<file path="config.mk">
export PLATFORM = sky130hd
export DESIGN_NAME = yuv422_job_sequencer
export DESIGN_NICKNAME = d
export VERILOG_FILES = /design/src/rtl/yuv422_job_sequencer.sv
export SDC_FILE = /design/constraint.sdc
export NUM_CORES = 1
export LEC_CHECK = 0
export CAP_MARGIN = 20
export CORE_MARGIN = 5
export CORE_UTILIZATION = 55
export DETAILED_ROUTE_END_ITERATION = 10
export PLACE_DENSITY = 0.74
export REMOVE_ABC_BUFFERS = 1
export SLEW_MARGIN = 5
export SYNTH_ARGS = -nofsm -noshare
export SYNTH_HDL_FRONTEND = slang
export SYNTH_SLANG_ARGS = --single-unit
</file>
<file path="constraint.sdc">
create_clock -name clk -period 4.8 [get_ports clk]
set_input_delay 0.96 -clock clk [delete_from_list [all_inputs] [get_ports clk]]
set_output_delay 0.96 -clock clk [all_outputs]
set_load 0.05 [all_outputs]
</file>
<file path="src/rtl/yuv422_job_sequencer.sv">
// ---------------------------------------------------------------------------
// yuv422_job_sequencer
//
// Job-level controller for the RGB888-to-YUV422 converter. It holds a
// host-writable bank of signed conversion coefficients. For each job it sends
// the coefficient set and then the pixel count to the converter. It then
// counts Y/U/V output transfers until the job is complete.
//
// Optional feature (macro YUV422_SEQ_COEFF_CACHE_EN):
//   When the macro is defined, a dirty bit tracks whether the bank changed
//   since the converter last received the full coefficient set. A clean bank
//   lets a job skip LOAD_COEFF. When the macro is undefined, every non-empty
//   job reloads all coefficients.
//
// Ports:
//   clk, rst                 clock, synchronous active-high reset
//   cfg_we/cfg_addr/cfg_wdata
//                            coefficient bank write. Out-of-range addresses
//                            are ignored. A write while busy is dropped.
//   start_valid/ready/count  job request handshake carrying the pixel count
//   coeff_valid/ready/data   coefficient stream to the converter
//   pixel_count_valid/ready/pixel_count
//                            pixel count handshake to the converter
//   y_fire/u_fire/v_fire     converter output-stream transfer indications
//   busy                     high whenever the FSM is not in IDLE
//   done                     one-cycle job-complete pulse
//   cfg_drop                 sticky flag: a cfg write was attempted while busy
//   overrun                  sticky flag: unexpected or surplus output fire
// ---------------------------------------------------------------------------
module yuv422_job_sequencer #(
  parameter int NUM_COEFF = 9,
  parameter int COEFF_W   = 9,
  parameter int CNT_W     = 16
) (
  input  logic               clk,
  input  logic               rst,
  input  logic               cfg_we,
  input  logic [3:0]         cfg_addr,
  input  logic [COEFF_W-1:0] cfg_wdata,
  input  logic               start_valid,
  output logic               start_ready,
  input  logic [CNT_W-1:0]   start_count,
  output logic               coeff_valid,
  input  logic               coeff_ready,
  output logic [COEFF_W-1:0] coeff_data,
  output logic               pixel_count_valid,
  input  logic               pixel_count_ready,
  output logic [CNT_W-1:0]   pixel_count,
  input  logic               y_fire,
  input  logic               u_fire,
  input  logic               v_fire,
  output logic               busy,
  output logic               done,
  output logic               cfg_drop,
  output logic               overrun
);

  localparam int                IDX_W       = (NUM_COEFF > 1) ? $clog2(NUM_COEFF) : 1;
  localparam logic [IDX_W-1:0]  LAST_IDX    = IDX_W'(NUM_COEFF - 1);
  localparam logic [4:0]        NUM_COEFF_A = 5'(NUM_COEFF);
  // Expected counts carry one extra bit, so (N+1)>>1 never truncates.
  localparam int                EW          = CNT_W + 1;

  typedef enum logic [2:0] {
    S_IDLE,
    S_LOAD_COEFF,
    S_SEND_COUNT,
    S_RUN,
    S_DONE
  } state_t;

  state_t                  r_state;
  state_t                  w_state_next;

  logic [COEFF_W-1:0]      r_bank [NUM_COEFF];
  logic [IDX_W-1:0]        r_idx;
  logic [CNT_W-1:0]        r_count;
  logic [EW-1:0]           r_exp_y;
  logic [EW-1:0]           r_exp_uv;
  logic [2:0][EW-1:0]      r_cnt;       // [0]=Y, [1]=U, [2]=V
  logic                    r_cfg_drop;
  logic                    r_overrun;

  logic                    w_idle;
  logic                    w_bank_wr;
  logic [NUM_COEFF-1:0]    w_bank_we;
  logic                    w_counting;
  logic                    w_skip_load;
  logic [2:0]              w_fire;
  logic [2:0][EW-1:0]      w_exp;
  logic [2:0][EW-1:0]      w_cnt_next;
  logic [2:0]              w_full;
  logic [2:0]              w_inc;
  logic [2:0]              w_ovr;
  logic [2:0]              w_hit;

  assign w_idle     = (r_state == S_IDLE);
  assign w_bank_wr  = w_idle && cfg_we && ({1'b0, cfg_addr} < NUM_COEFF_A);
  assign w_counting = (r_state == S_SEND_COUNT) || (r_state == S_RUN);
  assign w_fire     = {v_fire, u_fire, y_fire};
  assign w_exp[0]   = r_exp_y;
  assign w_exp[1]   = r_exp_uv;
  assign w_exp[2]   = r_exp_uv;

  // Per-entry bank write decode.
  for (genvar gi = 0; gi < NUM_COEFF; gi++) begin : g_bank_we
    assign w_bank_we[gi] = w_bank_wr && (cfg_addr == 4'(gi));
  end

  // Per-channel fire accounting. A fire on a full channel is reported as an
  // overrun and never increments the counter. w_hit includes this cycle's
  // fires, so completion is detected on the cycle of the last transfer.
  for (genvar gi = 0; gi < 3; gi++) begin : g_chan
    assign w_full[gi]     = (r_cnt[gi] == w_exp[gi]);
    assign w_inc[gi]      = w_counting && w_fire[gi] && !w_full[gi];
    assign w_ovr[gi]      = w_fire[gi] && (!w_counting || w_full[gi]);
    assign w_cnt_next[gi] = r_cnt[gi] + EW'(w_inc[gi]);
    assign w_hit[gi]      = (w_cnt_next[gi] == w_exp[gi]);
  end

`ifdef YUV422_SEQ_COEFF_CACHE_EN
  logic r_dirty;

  // A write accepted in the same cycle as the start must still force a
  // reload, so it is OR-ed into the current dirty state.
  assign w_skip_load = !(r_dirty || w_bank_wr);

  always_ff @(posedge clk) begin
    if (rst) begin
      r_dirty <= 1'b1;
    end else if (w_bank_wr) begin
      r_dirty <= 1'b1;
    end else if (r_state == S_LOAD_COEFF && coeff_ready && r_idx == LAST_IDX) begin
      r_dirty <= 1'b0;
    end
  end
`else
  assign w_skip_load = 1'b0;
`endif

  // State register
  always_ff @(posedge clk) begin
    if (rst) begin
      r_state <= S_IDLE;
    end else begin
      r_state <= w_state_next;
    end
  end

  // Next-state and handshake outputs
  always_comb begin
    w_state_next      = r_state;
    start_ready       = 1'b0;
    busy              = 1'b1;
    done              = 1'b0;
    coeff_valid       = 1'b0;
    pixel_count_valid = 1'b0;
    case (r_state)
      S_IDLE: begin
        start_ready = 1'b1;
        busy        = 1'b0;
        if (start_valid) begin
          if (start_count == '0) begin
            w_state_next = S_DONE;
          end else if (w_skip_load) begin
            w_state_next = S_SEND_COUNT;
          end else begin
            w_state_next = S_LOAD_COEFF;
          end
        end
      end
      S_LOAD_COEFF: begin
        coeff_valid = 1'b1;
        if (coeff_ready && r_idx == LAST_IDX) begin
          w_state_next = S_SEND_COUNT;
        end
      end
      S_SEND_COUNT: begin
        pixel_count_valid = 1'b1;
        if (pixel_count_ready) begin
          w_state_next = S_RUN;
        end
      end
      S_RUN: begin
        if (&w_hit) begin
          w_state_next = S_DONE;
        end
      end
      S_DONE: begin
        done         = 1'b1;
        w_state_next = S_IDLE;
      end
      default: begin
        busy         = 1'b0;
        w_state_next = S_IDLE;
      end
    endcase
  end

  // Data outputs are zero outside their handshake phases.
  assign coeff_data  = coeff_valid ? r_bank[r_idx] : '0;
  assign pixel_count = pixel_count_valid ? r_count : '0;
  assign cfg_drop    = r_cfg_drop;
  assign overrun     = r_overrun;

  // Coefficient bank
  always_ff @(posedge clk) begin
    if (rst) begin
      for (int i = 0; i < NUM_COEFF; i++) begin
        r_bank[i] <= '0;
      end
    end else begin
      for (int i = 0; i < NUM_COEFF; i++) begin
        if (w_bank_we[i]) begin
          r_bank[i] <= cfg_wdata;
        end
      end
    end
  end

  // Coefficient index, job parameters, counters and sticky flags
  always_ff @(posedge clk) begin
    if (rst) begin
      r_idx      <= '0;
      r_count    <= '0;
      r_exp_y    <= '0;
      r_exp_uv   <= '0;
      r_cnt      <= '0;
      r_cfg_drop <= 1'b0;
      r_overrun  <= 1'b0;
    end else begin
      if (r_state == S_LOAD_COEFF && coeff_ready) begin
        r_idx <= (r_idx == LAST_IDX) ? '0 : r_idx + IDX_W'(1);
      end
      if (w_idle && start_valid) begin
        r_count  <= start_count;
        r_exp_y  <= {1'b0, start_count};
        r_exp_uv <= ({1'b0, start_count} + EW'(1)) >> 1;
      end
      if (r_state == S_DONE) begin
        r_cnt <= '0;
      end else if (w_counting) begin
        r_cnt <= w_cnt_next;
      end
      if (cfg_we && !w_idle) begin
        r_cfg_drop <= 1'b1;
      end
      if (|w_ovr) begin
        r_overrun <= 1'b1;
      end
    end
  end

endmodule

</file>
After elaboration in Yosys (flattened, before gate mapping)

Memories as Yosys holds them, arrays and structs flattened. A register that Yosys moved wholly into a read port is not among the register bits.
Index checks and enable logic that the tools add are counted.

Flip-flop bits (word level): 92
RAM bits: 81
Input bits: 38
Output and inout port bits: 32
Word-level logic and storage cells: 143
Memories kept: 1

$add $sub $neg: 5
$lt $le $gt $ge: 1
Equality and inequality tests: 23
Mux-type cells: 54
Bitwise operators: 9
Reductions and logical operators: 41

Memory list:

| name   | depth | bits a word | read ports | clocked after Yosys merged registers in | write ports | RTL line | text |
|---|---|---|---|---|---|---|---|
| r_bank | 9     | 9           | 1          | 1                                       | 9           | 75       | `logic [COEFF_W-1:0] r_bank [NUM_COEFF];` |

Operators by type and width:

| operator                                            | number |
|---|---|
| equality test 17 x 16 -> 1 bit                      | 6 |
| two-way mux 9 bit                                   | 10 |
| adder 17 x 1 -> 17 bit                              | 3 |
| two-way mux 1 bit                                   | 34 |
| logical AND 1 bit                                   | 24 |
| adder 16 x 1 -> 17 bit, second input constant       | 1 |
| equality test 4 x 3 -> 1 bit, second input constant | 4 |
| logical NOT 16 bit                                  | 1 |
| two-way mux 16 bit                                  | 1 |
| two-way mux 3 bit                                   | 5 |
| two-way mux 4 bit                                   | 3 |
| one-hot mux 3 bit (4 select lines)                  | 1 |
| OR 1 bit                                            | 9 |
| equality test 4 x 2 -> 1 bit, second input constant | 2 |
| equality test 4 bit, second input constant          | 2 |
| equality test 3 x 2 -> 1 bit, second input constant | 2 |
| != test 2 bit, second input constant                | 3 |
| logical NOT 1 bit                                   | 5 |
| adder 4 x 1 -> 4 bit, second input constant         | 1 |
| equality test 4 x 1 -> 1 bit, second input constant | 1 |
| logical NOT 4 bit                                   | 1 |
| logical OR 1 bit                                    | 4 |
| less-than comparator 4 bit, second input constant   | 1 |
| AND reduction 4 bit                                 | 1 |
| other kinds (8)                                     | 8 |

Logic depth before layout (Yosys ltp)

Depth in word-level cells: 9
Depth in mapped cells: 17
Gate-level depth less buffers: 16

Worst setup path before layout

No wires, ideal clock.

Kind: register to register
Start point: register r_cnt[38] in the netlist's numbering
End point: register r_state[2]
Setup time: 0.071 ns
Data arrival time: 4.186 ns
Setup slack: 0.543 ns
Stages on the path, launching flop included: 18
Path buffers: 2
Period minus slack after synthesis: 4.257 ns
Cells stage by stage: dfxtp_1 -> clkbuf_1 -> xor2_1 -> nor4_1 -> nand4_1 -> nor4_1 -> a41o_1 -> nor2_1 -> ha_1 -> and3_1 -> buf_2 -> mux2i_1 -> mux2_1 -> or4_1 -> or4_1 -> or3_1 -> or4_1 -> a21oi_1

Word-level cells in the longest chain between the ends: 8

Ends and longest elaborated chain:

| what                               | RTL line | text |
|---|---|---|
| from (decl)                        | 80       | `logic [2:0][EW-1:0] r_cnt;` |
| from (signal assigned)             | 243      | `r_cnt <= w_cnt_next;` |
| equality test 17 x 16 -> 1 bit     | 114      | `assign w_full[gi] = (r_cnt[gi] == w_exp[gi]);` |
| logical NOT 1 bit                  | 115      | `assign w_inc[gi] = w_counting && w_fire[gi] && !w_full[gi];` |
| logical AND 1 bit                  | 115      |  |
| adder 17 x 1 -> 17 bit *           | 117      | `assign w_cnt_next[gi] = r_cnt[gi] + EW'(w_inc[gi]);` |
| equality test 17 x 16 -> 1 bit *   | 118      | `assign w_hit[gi] = (w_cnt_next[gi] == w_exp[gi]);` |
| AND reduction 3 bit *              | 185      | `if (&w_hit) begin` |
| != test 2 x 1 -> 1 bit (no line) * | --       |  |
| AND reduction 4 bit (no line) *    | --       |  |
| to (signal assigned)               | 146      | `r_state <= w_state_next;` |
| to (decl)                          | 72       | `state_t r_state;` |

Mark *: on every way between the ends. The rest lies on a longest branch, timed or not.
A chain may end at the register's enable or synchronous reset.

Worst setup path in the final report

Start point: register r_cnt[18] in the netlist's numbering
End point: register r_state[2]

Same word-level chain as after synthesis.

==> results.txt <==
* Die outline height: approximately 140 um
- Maximum cell stage delay along the critical path: 0.52 ns
- STA classifies the critical path endpoint as a register.
- Using the TritonRoute via totals, the vias-per-cell ratio works out to 6.03.
* CP max-delay cell: sky130_fd_sc_hd__or4_1
- TritonCTS built the clock tree.
- Internal cell power: 2590 uW
- Setup total negative slack on the finished layout was measured at 0 ns.
- Clock tree buffer depth: 2
- In this run, the combinational gates consume between 10% and 20% of the power.
- Count of TritonRoute iterations in the first routing pass: 7
- Count of buffer and inverter cells on the critical path: 0
- The analysis attributes to net switching a power of 1110 uW.
- Setup violations remaining at the end of the flow were counted as 0.
* Total number of yosys warnings: 0
* EDFF count, synth: 81
- Fill cell count: around 1300
- Of the total power, the share spent switching nets is a little under a third.
* Total of flip-flops plus latches after synthesis: roughly 180
- The worst hold path belongs to the class register to register.
- Leaving out fill and tap cells, the most frequent cell in the layout is sky130_fd_sc_hd__nor2_1.
- Critical Path Start: r_cnt[18]
- Status: completed
- Final clock period utilization by the worst path: between 90 and 100%
* Area taken by multi-input logic gates: roughly 4700 um^2
- The post-route netlist has between 10% and 20% of its cells at a drive strength greater than 1.
* Die Wd: roughly 140 um
* Insertion delay to the later sink of the worst-skew pair: around 0.44 ns
- Clock network power share: a little under two fifths
- Post-route clock skew: roughly 0.0084 ns
- Registers are responsible for 46.4% of the overall power.
* Maximum number of pins on one net before global-route repair: 52
- Total power for the finished layout comes to 3700 uW.
- Worst path most repeated cell: sky130_fd_sc_hd__or4_1
- After layout, the minimum clock period comes to 4.50 ns.
- Setup crit start kind: register
- Origin of the worst min-delay path: cfg_drop
* Ordered cell list for the critical path: xor2_1 > nor4_1 > nand4_1 > o31ai_2 > nor2_1 > ha_1 > ha_1 > and4_2 > a211oi_1 > a41oi_1 > or4_1 > or4_1 > or3_1 > or4_1 > a21oi_1
- Synthesis produced a netlist whose cell count is 961.
- The worst setup path is of the register to register kind.
* Initial antenna violation count: 0
- Die ar.: around 20000 um^2
- In this run the critical register-to-register path is launched from r_cnt[18].
* Initial Utilization: 56.4%
- At the end of routability-driven placement, the weighted congestion stood at 1.01.
- In the final routed layout, each cell accounts on average for roughly 20 um.
- From synthesis to final layout, the design area changed by 16.8%.
- Total number of vias: between 7000 and 8000
* Fin. Hold Viols: 0
- Least-Margin Pin Slew: roughly 1.0 ns
* Proportion of synthesized chip area in sequential cells: a little under half
* Row cnt: 47
* Family with the most delay on the worst path: simple AND/OR/NAND/NOR gates
- In the synthesized netlist the dominant register cell turns out to be sky130_fd_sc_hd__dfxtp_1.
* Count of hold buffers inserted by post-cts repair: 0
* RSZ-0062 raised after global routing: false
- A synthesized cell averages between 9 and 10 um^2.
* Static Leakage: 0.00414 uW
- Post-CTS timing repair inserted 0 buffers for setup.
- Placeable core region: around 17000 um^2
- In this run the worst path has a maximum fanout of 7.
- The number of clock buffers added by TritonCTS is 17.
- STA puts the critical path data arrival time at approximately 4.9 ns.
- Summing all flip-flop and latch instances after layout gives 4360 um^2.
- Detailed placement finished with a half-perimeter wire length of between 15000 and 20000 um.
- Overall routing resource usage: roughly 26%
* Share of async-settable or async-resettable flops after synthesis: 0%
- # nets final: ~1100
- WL final: 25400 um
- Yosys mapped the design onto 65 distinct sky130hd cell types.
- 0 antenna diodes ended up in the layout.
* Count of nets left with antenna violations after detail routing: 0
- After clock tree synthesis, the clock-pin slew on the worst setup and hold paths is around 0.080 ns.
- Port Buffers: 69
- In this run the count of I/O pins placed on the die edge is 70.
- After the first detailed-routing iteration, the DRC count stood at 576.
* Post-route DRC violation count: 0
- Number of slew-limit violations in the final report: 0
- CTS built an H-tree with a depth of 4.
- The first global-routing pass estimated 40000 um of wire.
- After synthesis the cells add up to between 9000 and 10000 um^2.
* Peak Freq: roughly 0.22 GHz
* Maximum VDD drop: about 0.26 mV
- The number of global-route vias before repair is ~7000.
* Max-cap violations: 0
- Final global-route overflow total: 0
* Required time worst endpoint: ~5.2 ns
- Total clock sinks: 177
- The cell sitting at the root of the clock tree is a sky130_fd_sc_hd__clkbuf_16.
- Areal power density over the cells: about 340 nW/um^2
- Headroom to the max-slew limit came out at 30.5%.
- Commonest cells after routing, fill and taps aside: 109 x sky130_fd_sc_hd__nor2_1, 95 x sky130_fd_sc_hd__dfxtp_1, 90 x sky130_fd_sc_hd__nand2_1, 87 x sky130_fd_sc_hd__xor2_1, 81 x sky130_fd_sc_hd__edfxtp_1
-- final cells by class --
type | instances | share of cell area [%]
inverters | 14 | 0.479
multi-input cells | 702 | 42.7
clock buffers | 17 | 3.88
flip-flops and latches | 177 | 39.7
well taps | 220 | 2.51
clock inverters | 15 | 1.47
repair buffers | 113 | 9.26
-- through the flow --
stage / setup slack, ns / instance area [um^2] / util, % / cells / hold slack [ns]
floorplan: 0.156 / 9080 / - / 893 / 0.450
global placement: 0.177 / 10400 / 62.3 / 1226 / 0.454
detailed placement: 0.158 / 10400 / 62.3 / 1226 / 0.462
CTS: 0.268 / 11000 / 65.8 / 1258 / 0.484
global route: 0.00365 / 11000 / 65.9 / 1258 / 0.515
finish: 0.297 / 11000 / 65.9 / 1258 / 0.477
-- flip-flops by register name, indices dropped and copies added (netlist names), named ones only --
signal and count:
overrun 1, r_idx 4, cfg_drop 1, r_bank 81, r_exp_uv 16, r_count 16, r_state 3, r_cnt 51
-- routing by layer --
metal / global-route usage (%) / vias to the layer above / wire (um)
li1: - / 3592 / -
met1: 36.0 / 3636 / 11100
met2: 41.0 / 309 / 11900
met3: 4.94 / 49 / 1780
met4: 7.65 / 0 / 599
met5: 0 / - / 0
-- worst paths after layout --
kind / to / slack (ns) / cells after the start
hold reg to reg: cfg_drop / 0.48 / 2
setup reg to reg: r_state[2] / 0.30 / 15
hold / removal: cfg_drop / 0.48 / 2
setup / recovery: r_state[2] / 0.30 / 15
-- synth_stat cells, drive strengths merged, types with 17 or more instances --
library cell | count | area share [%]
xnor2 | 43 | 4.0
buf | 22 | 1.4
nor3 | 23 | 1.2
xor2 | 87 | 8.1
a211oi | 17 | 1.4
clkbuf | 45 | 1.8
nor4 | 27 | 2.0
and3 | 25 | 1.7
edfxtp | 81 | 26
nor2 | 111 | 4.5
nand4 | 28 | 2.3
a21oi | 57 | 3.0
nand2 | 90 | 3.6
dfxtp | 96 | 20
mux4 | 18 | 4.3
nand3 | 35 | 1.9
o21ai | 18 | 0.96
-- power by group through the flow --
stage | sequential [uW] | combinational [uW] | clock (uW)
finish | 1720 | 600 | 1380
detailed placement | 1750 | 590 | 0
CTS | 1720 | 593 | 1400
floorplan | 1740 | 357 | 0
global placement | 1750 | 587 | 0
global route | 1720 | 648 | 1460
-- cells by family after synthesis --
| family | Yosys count | synth area share (%) |
|---|---|---|
| adders and majority gates | 10 | 1.33 |
| AOI/OAI and AO/OA | 134 | 9.10 |
| DFF | 177 | 46.4 |
| buffers and inverters | 82 | 3.88 |
| muxes | 31 | 5.72 |
| xor gates and xnor gates | 130 | 12.1 |
| and+or+nand+nor | 397 | 21.5 |
-- what timing repair did --
| item | CTS | global route |
|---|---|---|
| endpoints found under the setup margin | 0 | 1 |
| gates resized for setup | 0 | 3 |
| hold endpoints to repair | 0 | 0 |
-- worst reg2reg max path, cell delays in order, from the launching register on --
cell                       delay, ns
sky130_fd_sc_hd__dfxtp_1        0.38
sky130_fd_sc_hd__xor2_1         0.19
sky130_fd_sc_hd__nor4_1         0.34
sky130_fd_sc_hd__nand4_1        0.15
sky130_fd_sc_hd__o31ai_2        0.23
sky130_fd_sc_hd__nor2_1         0.07
sky130_fd_sc_hd__ha_1           0.20
sky130_fd_sc_hd__ha_1           0.28
sky130_fd_sc_hd__and4_2         0.29
sky130_fd_sc_hd__a211oi_1       0.23
sky130_fd_sc_hd__a41oi_1        0.08
sky130_fd_sc_hd__or4_1          0.51
sky130_fd_sc_hd__or4_1          0.48
sky130_fd_sc_hd__or3_1          0.37
sky130_fd_sc_hd__or4_1          0.52
sky130_fd_sc_hd__a21oi_1        0.12
(Power assumes the default switching activity.)
